--- src/rtl/fifo_wr_arbiter.sv ---
// Round-robin write arbiter: NUM_REQ producers share one FIFO write port,
// one owner at a time for bursts of up to MAX_BURST beats, stalled by fifo_full.
module fifo_wr_arbiter #(
  parameter int NUM_REQ    = 4,
  parameter int DATA_WIDTH = 8,
  parameter int MAX_BURST  = 4,
  localparam int IW = (NUM_REQ > 1) ? $clog2(NUM_REQ) : 1,
  localparam int CW = $clog2(MAX_BURST + 1)
) (
  input  logic                          clk,
  input  logic                          rst,
  input  logic [NUM_REQ-1:0]            req,
  input  logic [NUM_REQ*DATA_WIDTH-1:0] req_data,
  output logic [NUM_REQ-1:0]            req_ack,
  input  logic                          fifo_full,
  output logic                          fifo_wr_en,
  output logic [DATA_WIDTH-1:0]         fifo_data,
  output logic [IW-1:0]                 grant_id,
  output logic                          busy
);

  typedef enum logic {
    IDLE  = 1'b0,
    GRANT = 1'b1
  } state_t;

  localparam logic [CW-1:0] LAST_BEAT = CW'(MAX_BURST - 1);
  localparam logic [IW-1:0] LAST_ID   = IW'(NUM_REQ - 1);

  state_t              r_state;
  state_t              w_nextState;
  logic [IW-1:0]       r_rrPtr;
  logic [IW-1:0]       w_nextRrPtr;
  logic [IW-1:0]       r_owner;
  logic [IW-1:0]       w_nextOwner;
  logic [CW-1:0]       r_beatCnt;
  logic [CW-1:0]       w_nextBeatCnt;
  logic [IW-1:0]       w_winner;
  logic [IW-1:0]       w_scanId;
  logic [IW-1:0]       w_ownerInc;
  logic                w_found;
  logic                w_anyReq;
  logic                w_ownerReq;
  logic                w_accept;
  logic                w_lastBeat;
  int                  w_scanIdx;
  logic [DATA_WIDTH-1:0] w_slice [NUM_REQ];

  for (genvar g = 0; g < NUM_REQ; g++) begin : g_slice
    assign w_slice[g] = req_data[g*DATA_WIDTH +: DATA_WIDTH];
  end

  // First set request bit scanning upward from r_rrPtr with modulo wrap.
  always_comb begin
    w_winner  = r_rrPtr;
    w_found   = 1'b0;
    w_scanIdx = 0;
    w_scanId  = '0;
    for (int k = 0; k < NUM_REQ; k++) begin
      w_scanIdx = int'(r_rrPtr) + k;
      if (w_scanIdx >= NUM_REQ) begin
        w_scanIdx = w_scanIdx - NUM_REQ;
      end
      w_scanId = IW'(w_scanIdx);
      if (!w_found && req[w_scanId]) begin
        w_winner = w_scanId;
        w_found  = 1'b1;
      end
    end
  end

  assign w_anyReq   = |req;
  assign w_ownerReq = req[r_owner];
  assign w_ownerInc = (r_owner == LAST_ID) ? '0 : r_owner + 1'b1;
  assign w_lastBeat = (r_beatCnt == LAST_BEAT);
  assign w_accept   = !rst && (r_state == GRANT) && w_ownerReq && !fifo_full;

  always_comb begin
    req_ack = '0;
    if (w_accept) begin
      req_ack[r_owner] = 1'b1;
    end
  end

  assign fifo_wr_en = w_accept;
  assign fifo_data  = w_accept ? w_slice[r_owner] : '0;
  assign grant_id   = r_owner;
  assign busy       = (r_state == GRANT);

  // Fullness stalls hold the grant without spending burst budget.
  always_comb begin
    w_nextState   = r_state;
    w_nextRrPtr   = r_rrPtr;
    w_nextOwner   = r_owner;
    w_nextBeatCnt = r_beatCnt;
    unique case (r_state)
      IDLE: begin
        if (w_anyReq) begin
          w_nextState   = GRANT;
          w_nextOwner   = w_winner;
          w_nextBeatCnt = '0;
        end
      end
      GRANT: begin
        if (!w_ownerReq) begin
          w_nextState = IDLE;
          w_nextRrPtr = w_ownerInc;
        end else if (!fifo_full) begin
          if (w_lastBeat) begin
            w_nextState = IDLE;
            w_nextRrPtr = w_ownerInc;
          end
          w_nextBeatCnt = r_beatCnt + 1'b1;
        end
      end
      default: begin
        w_nextState = IDLE;
      end
    endcase
  end

  always_ff @(posedge clk) begin
    if (rst) begin
      r_state   <= IDLE;
      r_rrPtr   <= '0;
      r_owner   <= '0;
      r_beatCnt <= '0;
    end else begin
      r_state   <= w_nextState;
      r_rrPtr   <= w_nextRrPtr;
      r_owner   <= w_nextOwner;
      r_beatCnt <= w_nextBeatCnt;
    end
  end

endmodule

--- config.mk ---
export PLATFORM = sky130hd
export DESIGN_NAME = fifo_wr_arbiter
export DESIGN_NICKNAME = d
export VERILOG_FILES = /design/src/rtl/fifo_wr_arbiter.sv
export SDC_FILE = /design/constraint.sdc
export NUM_CORES = 1
export LEC_CHECK = 0
export CORE_MARGIN = 2
export CORE_UTILIZATION = 25
export CTS_CLUSTER_SIZE = 16
export DETAILED_ROUTE_END_ITERATION = 12
export DONT_BUFFER_PORTS = 1
export PLACE_DENSITY = 0.37
export REMOVE_ABC_BUFFERS = 1
export SLEW_MARGIN = 25
export SYNTH_ARGS = -nofsm -noshare
export SYNTH_HDL_FRONTEND = slang
export SYNTH_SLANG_ARGS = --single-unit
--- constraint.sdc ---
create_clock -name clk -period 3.5 [get_ports clk]
set_input_delay 0.7 -clock clk [delete_from_list [all_inputs] [get_ports clk]]
set_output_delay 0.7 -clock clk [all_outputs]
set_load 0.005 [all_outputs]
* Word level (Yosys, flattened, before mapping)
Cells that the tools add are included.
** Word-level totals
- Flip-flop bits (word level) :: 8
- Logic and storage cells :: 90
** Operators by class
- Muxes and demuxes :: 41
- Equality and inequality tests :: 7
- $add $sub $neg :: 9
- Reduce and logical (&&, ||, !) cells :: 16
- Bitwise operators :: 2
- $lt $le $gt $ge :: 11
** Operators by type and width (number)
- $mux 2 :: 12
- $mux 8 :: 3
- $bmux 8 s2 :: 1
- $lt 2x3->1 const B :: 5
- $mux 1 :: 13
- $ge 3x3->1 const B :: 4
- $bmux 1 s2 :: 5
- $mux 3 :: 3
- $sub 2x1->2 const B :: 4
- $logic_and 1x1->1 :: 7
- $add 2x2->3 const B :: 2
- $ne 2x2->1 const B :: 3
- $pmux 3 s2 :: 1
- $reduce_and 3->1 :: 2
- $logic_not 1->1 :: 5
- $mux 4 :: 1
- $ne 2x1->1 const B :: 2
- $reduce_or 4->1 :: 1
- $add 2x1->3 const B :: 1
- $add 3x1->3 const B :: 1
- $eq 3x2->1 const B :: 1
- $ge 2x3->1 const B :: 1
- $not 2->3 :: 1
- $add 2x1->2 const B :: 1
- other kinds (6) :: 6

* Longest topological paths before layout
Gate-level depths: netlist of the first run.
- Word-level depth :: 14
- Depth in mapped cells :: 6

* Worst setup path after synthesis of the first run
Ideal clock, no wire load.
- Path type :: input to output
- Start point :: in req[3]
- End point :: out req_ack[2]
- Stages on the path :: 5
- Required time :: 2800 ps
- Setup slack :: 1183 ps
- Arrival time :: 1617 ps
- Buffers on the path :: 1
- Cell sequence :: mux4_2 -> nand3b_4 -> nor2_4 -> buf_6 -> and2_4
** On the way
- Longest elaborated chain between the ends :: 5
** Ends and longest elaborated chain
- start, declared :: line 12 : input logic [NUM_REQ-1:0] req,
- $bmux 1 s2 :: line 73 : assign w_ownerReq = req[r_owner];
- $mux 1 (implied by the code) :: line 73
- $logic_and 1x1->1 (2 in series) :: line 76 : assign w_accept = !rst && (r_state == GRANT) && w_ownerReq && !fifo_full;
- via fifo_wr_en :: line 16 : output logic fifo_wr_en,
- $mux 4 :: line 80 : if (w_accept) begin
- end, declared :: line 14 : output logic [NUM_REQ-1:0] req_ack,
The timed path passes the listed nets, and every way through them passes these cells. The select of a mux whose other input is x is not followed.

* Worst setup path in the final report of the first run
- Start point :: reg r_owner[1], in the netlist grant_id[1]
- End point :: out req_ack[3]
** On the way
- Longest elaborated chain between the ends :: 5
** Ends and longest elaborated chain
- start, declared :: line 34 : logic [IW-1:0] r_owner;
- start signal, assigned :: line 131 : r_owner <= w_nextOwner;
- $bmux 1 s2 :: line 73
- $mux 1 (implied by the code) :: line 73
- $logic_and 1x1->1 (2 in series) :: line 76
- via fifo_wr_en :: line 16
- $mux 4 :: line 80
The timed path passes the listed nets, and every way through them passes these cells. The select of a mux whose other input is x is not followed.

==> results of run 1 <==
[power by group]
group / total, mW / switching [mW] / internal, mW
sequential: 0.113 / 0.0153 / 0.0976
combinational: 0.0778 / 0.0327 / 0.0451
clock: 0.0738 / 0.0343 / 0.0395
total: 0.264 / 0.0823 / 0.182
[kinds of logic after synthesis]
logic type	after synthesis
AOI/OAI and AO/OA	14
buffers and inverters	10
adders and majority gates	6
and+or+nand+nor	35
muxes	13
DFF	8
[metrics by stage]
step	instance area, µm²	hold slack [ns]	setup WS, ns	cells	total power [mW]
2_1_floorplan	825	0.443	1.08	82	0.177
3_3_place_gp	890	0.472	1.16	129	0.195
3_5_place_dp	890	0.477	1.09	129	0.194
4_1_cts	912	0.487	0.811	132	0.270
5_1_grt	912	0.499	0.693	132	0.284
6_report	912	0.490	0.881	132	0.264
[metal layers]
layer | up-vias | GRT usage [%] | part of all wire [%]
li1 | 325 | - | -
met1 | 308 | 11.3 | 39
met2 | 49 | 18.5 | 45
met3 | 4 | 6.85 | 15
met4 | 0 | 3.33 | 1.3
met5 | - | 0 | 0
[registers in the layout, indices dropped and copies added (netlist names)]
register,flops
r_rrPtr,2
grant_id,2
busy,1
r_beatCnt,3
[layout by cell type, fill, tap and decap left out]
cell,n
mux2_1,1
a21o_1,1
nor3b_2,1
a21oi_1,3
o21ai_0,2
clkbuf_4,3
o21a_1,1
nor3_2,1
o221ai_1,1
buf_4,1
nor2b_1,3
and2_4,1
nand3_1,1
a2111oi_1,1
and3b_1,1
mux4_2,9
nor2_4,1
mux2i_1,3
a211oi_1,1
nand3b_4,1
ha_1,6
o31ai_1,3
dfxtp_1,8
inv_1,6
nand4_1,3
and2_1,11
nor2_1,3
nor3_1,4
nand2_1,4
o21ai_1,1
[worst max-delay path by stage]
stage	from	to	slack [ns]	depth (start not counted)
3_5_place_dp	grant_id[1]$_SDFFE_PP0P_	req_ack[3]	1.09	4
5_1_grt	grant_id[1]$_SDFFE_PP0P_	req_ack[3]	0.69	4
2_1_floorplan	grant_id[0]$_SDFFE_PP0P_	req_ack[0]	1.08	4
6_report	grant_id[1]$_SDFFE_PP0P_	req_ack[3]	0.88	4
4_1_cts	grant_id[1]$_SDFFE_PP0P_	req_ack[3]	0.81	4
3_3_place_gp	grant_id[1]$_SDFFE_PP0P_	req_ack[1]	1.16	4
[cell type report]
class | instances | share of cell area [%]
well taps | 46 | 6.31
inverters | 6 | 2.47
clock buffers | 3 | 2.47
flip-flops and latches | 8 | 17.6
repair buffers | 1 | 0.823
multi-input cells | 68 | 70.4
[worst max-delay path, delay by kind of cell, from the launching register on]
kind,cells,cell delay (ns)
mux,1,0.36
flops,1,0.73
simple gates,3,0.57
==> summary.md, run 1 <==
| Metric | Value |
|---|---|
| Synthesized instance count | 86 |
| Setup Buffers After CTS | 0 |
| Layout area overhead | 6.11% |
| Top-count cell post-synth | and2_1 |
| CTS H-tree depth | 1 |
| Worst-margin pin slew | 0.644 ns |
| Clock Tree Buf Depth | 2 |
| Clock buffer count from CTS | 3 |
| Top cell type's share of synthesized area | 23.6% |
| Mux contribution to synthesized area | 28.4% |
| Multi-input logic area | 642 µm² |
| Initial core utilization | 26.0% |
| Vias/cell | 5.20 |
| Overflow after GRT | 0 |
| Via total after detailed routing | 686 |
| Max incr delay on CP | about 0.73 ns |
| Crit-path slowest cell | dfxtp_1 |
| Post-synthesis cell type with the largest combined area | mux4_2 |
| Clk_lat worst skew | 0.26 ns |
| Row cnt | 21 |
| Initial antenna violation count | 0 |
| XOR/XNOR Fraction of Synth Area | 0% |
| IO Pins | 55 |
| Number of enable flip-flop cells after synthesis | 0 |
| R2R Path Start | grant_id[1]$_SDFFE_PP0P_ |
| Hold Startpoint | r_beatCnt[2]$_SDFFE_PP0P_ |
| Largest family of logic cells by synthesized area | multiplexers |
| Worst Hold Path Cells | 2 |
| Synth Area in Compound Gates | 10.9% |
| FMAX | 382 MHz |
| Hold_buf cts | 0 |
| Adder-cell share of the synthesized area | under 10% |
| Pre-antenna DRT Iters | 4 |
| Clk sink count | 8 |
| Maximum number of pins on one net before global-route repair | 16 |
| Cell Pwr Density | 290 mW/mm² |
| Syn avg cell area | roughly 10 µm² |
| Number of fillers in the final layout | around 370 |
| Post-synth top flop | dfxtp_1 |
| Reg area | 160 µm² |
| DPL Wire Length | 1710 µm |
| Chip height | 62.6 µm |
| Routed Antenna Nets | 0 |
| Critical path cell sequence | mux4_2, nand3b_4, nor2_4, and2_1 |
| Setup violations, final | 0 |
| WS Path Type | flop to output port |
| Register area share after synthesis | around a fifth |
| Fraction of layout cells with a size suffix above 1 | 20.9% |
| Syn Std Cell Area | between 800 and 900 µm² |
| # diodes | 0 |
| Starting DRT DRC Count | 28 |
| Warnings, synthesis | 0 |
| Crit Path Max Fanout | 15 |
| Maximum VDD drop | 87.4 µV |
| Core area | 0.00331 mm² |
| Outcome | finished, final reports clean |
| Skew final | 0.00695 ns |
| Clock-pin slew on the worst setup and hold paths | 0.06 ns |
| Final setup TNS | 0 ns |
| Synth cell count leaders | 11 x and2_1, 9 x mux4_2, 8 x dfxtp_1 |
| Die W | 62.6 µm |
| RSZ-0062 raised after global routing | false |
| Synth unique cells | 31 |
| Die area | 0.00392 mm² |
| GR Util All Layers | roughly 11% |
| Drt drc | 0 |
| Worst R2R Setup Slack | 1.71 ns |
| Final period utilization | roughly three quarters |
| R2R cell count | 4 |
| Max Slew Vio Count | 0 |
| Synth top area cells | mux4_2 24%, dfxtp_1 19%, ha_1 8.7%, and2_1 8.0%, mux2i_1 3.5% |
| RD Place Congestion | just over 0.8 |
| Post-layout util | 27.6% |
| Worst Path Arrival | 1.92 ns |
| Hold path endpoint | r_beatCnt[2]$_SDFFE_PP0P_ |
| Final min period | 2.62 ns |
| Fraction of registers with async set/reset | 0% |
| Final hold violation count | 0 |
| First-pass GRT wire length | about 3500 µm |
| Hold Crit Class | flop to flop |
| Critical path capture point type | output port |
| Reg2reg end | r_rrPtr[0]$_SDFFE_PP0P_ |
| Startpoint types | flop |
| Rel. slew slack | approximately 57% |
| Post-cts resize count | 0 |
| Number of global-route vias before repair | 718 |
| P_leak | 0.326 nW |
| WP data required | approximately 2.8 ns |
| Root buf cell | clkbuf_4 |
| PortBufs | 0 |
| MaxCap Viol Count | 0 |
| Final WL | 2100 µm |
| Nets | 133 |
| TritonCTS clock tree | built |
| Number of synthesized register bits | 8 |
| Wire length per cell | 15.9 µm |
| Post-synthesis simple-gate area fraction | 26.6% |
Power figures use the tool's default switching activity.
==> run 2, diff against run 1 <==
PLACE_DENSITY = 0.39   (was 0.37)
clock period = 2.3 ns   (was 3.5 ns; I/O delays follow)
==> run 2 against run 1 <==
Against the previous run: non-clock buffer count increased by 2; largest power group unchanged; core utilization increased by 0.45 points; hold slack got worse by 0.22 ns; design area increased by 1.6%.
==> summary.md, run 2 (same netlist as run 1, synthesis figures left out) <==
| Metric | Value |
|---|---|
| Outcome | finished, final reports clean |
| Clock-pin slew on the worst setup and hold paths | 0.05 ns (about the same) |
| Worst-margin pin slew | 0.356 ns (-0.288 ns) |
| Crit Path Max Fanout | 13 (-2) |
| Vias/cell | 5.13 (-1.3%) |
| M1 GR Usage | 10.7% (-0.63 points) |
| Core area | 0.00331 mm² (unchanged) |
| Hold Crit Class | input port to flop |
| Number of global-route vias before repair | 654 (-8.9%) |
| Dpl ws | 0.439 ns (-0.654 ns) |
| Setup Buffers After CTS | 0 (unchanged) |
| Initial core utilization | 26.0% (unchanged) |
| Max reg flops | 3 (unchanged) |
| Fraction of layout cells with a size suffix above 1 | 22.7% (+1.8 points) |
| Wire length per cell | 14.7 µm (-7.4%) |
| Maximum number of pins on one net before global-route repair | 14 (-2) |
| WS Path Type | flop to output port |
| WP data required | 1.84 ns (-0.96 ns) |
| Largest register by flop count | r_beatCnt |
| Final period utilization | 91.5% |
| Final setup TNS | 0 ns (unchanged) |
| RD Place Congestion | 0.769 (-6.1%) |
| TritonCTS clock tree | built |
| Final setup margin | 0.195 ns (-0.686 ns) |
| Final hold violation count | 0 (unchanged) |
| Skew final | 0.000258 ns (-0.00670 ns) |
| Clk sink count | 8 (unchanged) |
| Clock Tree Buf Depth | 2 (unchanged) |
| Maximum VDD drop | 262 µV (+200%) |
| Hold_buf cts | 0 (unchanged) |
| Most frequent cells in the layout | 11 x and2_1, 9 x mux4_2, 8 x dfxtp_1 |
| Clock buffer count from CTS | 3 (unchanged) |
| FMAX | 475 MHz |
| Clk_lat worst skew | 0.25 ns (about the same) |
| P_leak | 0.337 nW (+3.3%) |
| Global Route met2 Usage | 18.3% (-0.27 points) |
| First-pass GRT wire length | 3210 µm (-8.1%) |
| Most Crowded Layer GR | met2 |
| DPL Wire Length | 1620 µm (-5.7%) |
| GR Layer Usage met3 | 6.13% (-0.72 points) |
| Drt drc | 0 (unchanged) |
| Row cnt | 21 (unchanged) |
| # diodes | 0 (unchanged) |
| Chip height | 62.6 µm (unchanged) |
| Post-cts resize count | 0 (unchanged) |
| Via total after detailed routing | 687 (+0.15%) |
| RSZ-0062 raised after global routing | false |
| Layout area overhead | 7.86% |
| Most common cell after layout, fill and taps aside | and2_1 |
| Cell Pwr Density | 432 mW/mm² (+49%) |
| Root buf cell | clkbuf_4 |
| CTS H-tree depth | 1 (unchanged) |
| Critical path capture point type | output port |
| Max Slew Vio Count | 0 (unchanged) |
| Die W | 62.6 µm (unchanged) |
| Routed Antenna Nets | 0 (unchanged) |
| Startpoint types | flop |
| IO Pins | 55 (unchanged) |
| Starting DRT DRC Count | 12 (-57%) |
| Overflow after GRT | 0 (unchanged) |
| Worst Path Arrival | 1.65 ns (-0.27 ns) |
| Pre-antenna DRT Iters | 2 (-2) |
| Die area | 0.00392 mm² (unchanged) |
| MaxCap Viol Count | 0 (unchanged) |
| Final WL | 1970 µm (-6.0%) |
| Setup violations, final | 0 (unchanged) |
| GR Util All Layers | 10.2% (-0.79 points) |
| Rel. slew slack | 76.2% (+19 points) |
| Nets | 135 (+1.5%) |
| Final min period | 2.11 ns |
| Initial antenna violation count | 0 (unchanged) |
| PortBufs | 0 (unchanged) |
==> run 2: stage by stage <==
stage | cell area (µm²) | total power, mW | util [%] | std cells | hold WS, ns
final | 927 | 0.401 | 28.0 | 134 | 0.275
after floorplan | 825 | 0.270 | - | 82 | 0.443
after global placement | 905 | 0.298 | 27.3 | 131 | 0.451
after CTS | 927 | 0.409 | 28.0 | 134 | 0.268
after detailed placement | 905 | 0.300 | 27.3 | 131 | 0.462
after global routing | 927 | 0.436 | 28.0 | 134 | 0.246
==> run 2: worst paths after layout <==
check / from / end / slack (ns) / cells past startpoint
hold / removal: rst / busy$_SDFF_PP0_ / 0.27 / 1
setup / recovery: grant_id[0]$_SDFFE_PP0P_ / req_ack[0] / 0.19 / 4
hold reg to reg: r_beatCnt[2]$_SDFFE_PP0P_ / r_beatCnt[2]$_SDFFE_PP0P_ / 0.47 / 2
setup reg to reg: r_beatCnt[0]$_SDFFE_PP0P_ / r_rrPtr[0]$_SDFFE_PP0P_ / 0.61 / 6
==> run 2: layout make-up <==
| cell class | count | area, µm² |
|---|---|---|
| Clock buffer | 3 | 22.5 |
| Fill cell | 348 | 2380 |
| Inverter | 6 | 22.5 |
| Multi-Input combinational cell | 68 | 642 |
| Sequential cell | 8 | 160 |
| Tap cell | 46 | 57.6 |
| Timing Repair Buffer | 3 | 22.5 |
==> run 2: power breakdown <==
group          total, mW  internal (mW)  switching (mW)  leakage, nW
Combinational      0.132         0.0712          0.0603        0.258
Clock              0.106         0.0596          0.0465       0.0138
Sequential         0.163          0.149          0.0144       0.0654
Total              0.401          0.280           0.121        0.337
==> run 2: per-layer routing <==
metal  vias to the layer above  wire (µm)
li1                        327          -
met1                       315        776
met4                         0          0
met2                        45        953
met5                         -          0
met3                         0        245
==> run 2: critical path: stages, from the launching register on <==
cell and delay, ns:
dfxtp_1 0.42, mux4_2 0.55, nand3b_4 0.16, nor2_4 0.08, and2_1 0.18
==> RTL edit: new RTL, flow settings as in run 2 <==
The parameter `MAX_BURST` goes from 4 to 8.
--- a/src/rtl/fifo_wr_arbiter.sv
+++ b/src/rtl/fifo_wr_arbiter.sv
@@ -4,5 +4,5 @@
   parameter int NUM_REQ    = 4,
   parameter int DATA_WIDTH = 8,
-  parameter int MAX_BURST  = 4,
+  parameter int MAX_BURST  = 8,
   localparam int IW = (NUM_REQ > 1) ? $clog2(NUM_REQ) : 1,
   localparam int CW = $clog2(MAX_BURST + 1)
Function: changed (Yosys sat finds a counterexample within 10 cycles, from zero or initial values and one cycle with rst high).
==> RTL edit against run 2 <==
Sequential share of layout area rose by 1.1 points. Area after synthesis rose by 3.5%. Largest cell class unchanged. Routed wire length rose by 7.1%. First-iteration DRC count rose by 100%. Critical endpoint is now fifo_data[0]. Worst setup slack got worse by 0.024 ns. Total power rose by 2.7%. Count of clock-buffer cells in the layout rose by 1. Clock power rose by 13%. Sequential power rose by 6%. Clock skew rose by 0.0044 ns. Sequential cell count rose by 1. Design area rose by 5.5%. Combinational power fell by 9%. Via count rose by 6.3%.
==> RTL edit: results (changes against run 2) <==
TritonCTS buffer count=3 (unchanged); Seq/Total Area, Yosys=0.2025 (+0.01621); Pleak=0.3564 nW (+5.8%); max reg flops=4 (+1); Post-Synth Adder-Cell Area=0.07032 (-0.01701); met3 Use GR=0.04286 (-0.01840); met1 usage=0.1206 (+0.01383); Vias/cell=5.034 (-1.8%); Worst Tran Pin Value=0.6758 ns (+0.3196 ns); slack of the critical path=0.1706 ns (-0.02428 ns); Synth Area in XOR/XNOR=0.01969 (+0.01969); worst-case clock buffer depth=2 (unchanged); status=completed; Routed WL=2115 um (+7.1%); Worst EP arrival=1.67 ns (+0.02 ns); peak supply drop=0.2615 mV (-0.35%); Hold Crit Class=in -> reg; met2 Track Usage GR=0.1974 (+0.01457); Clock Power=0.000120 W (+13%); Distinct cells, synth=33 (+6.5%); Psw=0.0001150 W (-5.1%); placed inst area=952.2 um^2 (+5.3%); Synth Area in Compound Gates=0.1195 (+0.01038); RePlAce Congestion=0.7627 (-0.82%); list of most frequent post-synthesis cells=and2_1 (11), dfxtp_1 (9), mux4_2 (9); Seq power=0.000172 W (+6%); drt first pass iters=4 (+2); fraction of layout cells with a size suffix above 1=0.2323 (+0.005051); largest reg by FF count=r_beatCnt; non-filler instance count after layout=145 (+8.2%); total power=0.0004115 W (+2.7%); Final #Nets=144 (+6.7%); DRT iter0 DRCs=24 (+12); cell count after synthesis=95 (+10%); vias in the first global route=774 (+18%); worst slack, placed=0.3868 ns (-0.05237 ns); Final HPWL DP=1723 um (+6.6%); worst hold margin=0.2644 ns (-0.01050 ns); Area contributors post-synth=mux4_2 (23%), dfxtp_1 (20%), and2_1 (7.7%); pin count of the biggest net entering global routing=15 (+1); Reg clk slew, reported paths=0.06 ns; mux cell area share after synthesis=0.2644 (-0.01943); Clock Skews=0.004647 ns (+0.004389 ns); first-pass GRT wire length=3539 um (+10%); GRT Util Overall=0.1108 (+0.008497)
## RTL edit: metal layers
| layer | share of wire | up-vias |
|---|---|---|
| met5 | 0 | - |
| met4 | 0.0076 | 0 |
| met3 | 0.090 | 2 |
| met2 | 0.49 | 34 |
| met1 | 0.41 | 340 |
| li1 | - | 354 |
## RTL edit: path summary, 6_finish.rpt
path,endpoint,depth (start not counted),start
setup / recovery,fifo_data[0],4,grant_id[0]
setup reg to reg,r_rrPtr[0],5,grant_id[0]
hold / removal,grant_id[0],1,rst
hold reg to reg,r_beatCnt[1],2,r_beatCnt[1]
## RTL edit: critical path, stage by stage (launching register included)
cell	delay (ns)
dfxtp_1	0.34
mux4_2	0.42
nand2_2	0.09
nor2_2	0.34
and2_1	0.22
## RTL edit: area by class of cell
type / count / area, um^2
sequential: 9 / 180.2
inverter: 5 / 18.77
multi-input combinational: 75 / 650.6
clock buffer: 4 / 26.28
fill: 361 / 2411
timing repair buffer: 6 / 45.04
tap: 46 / 57.56
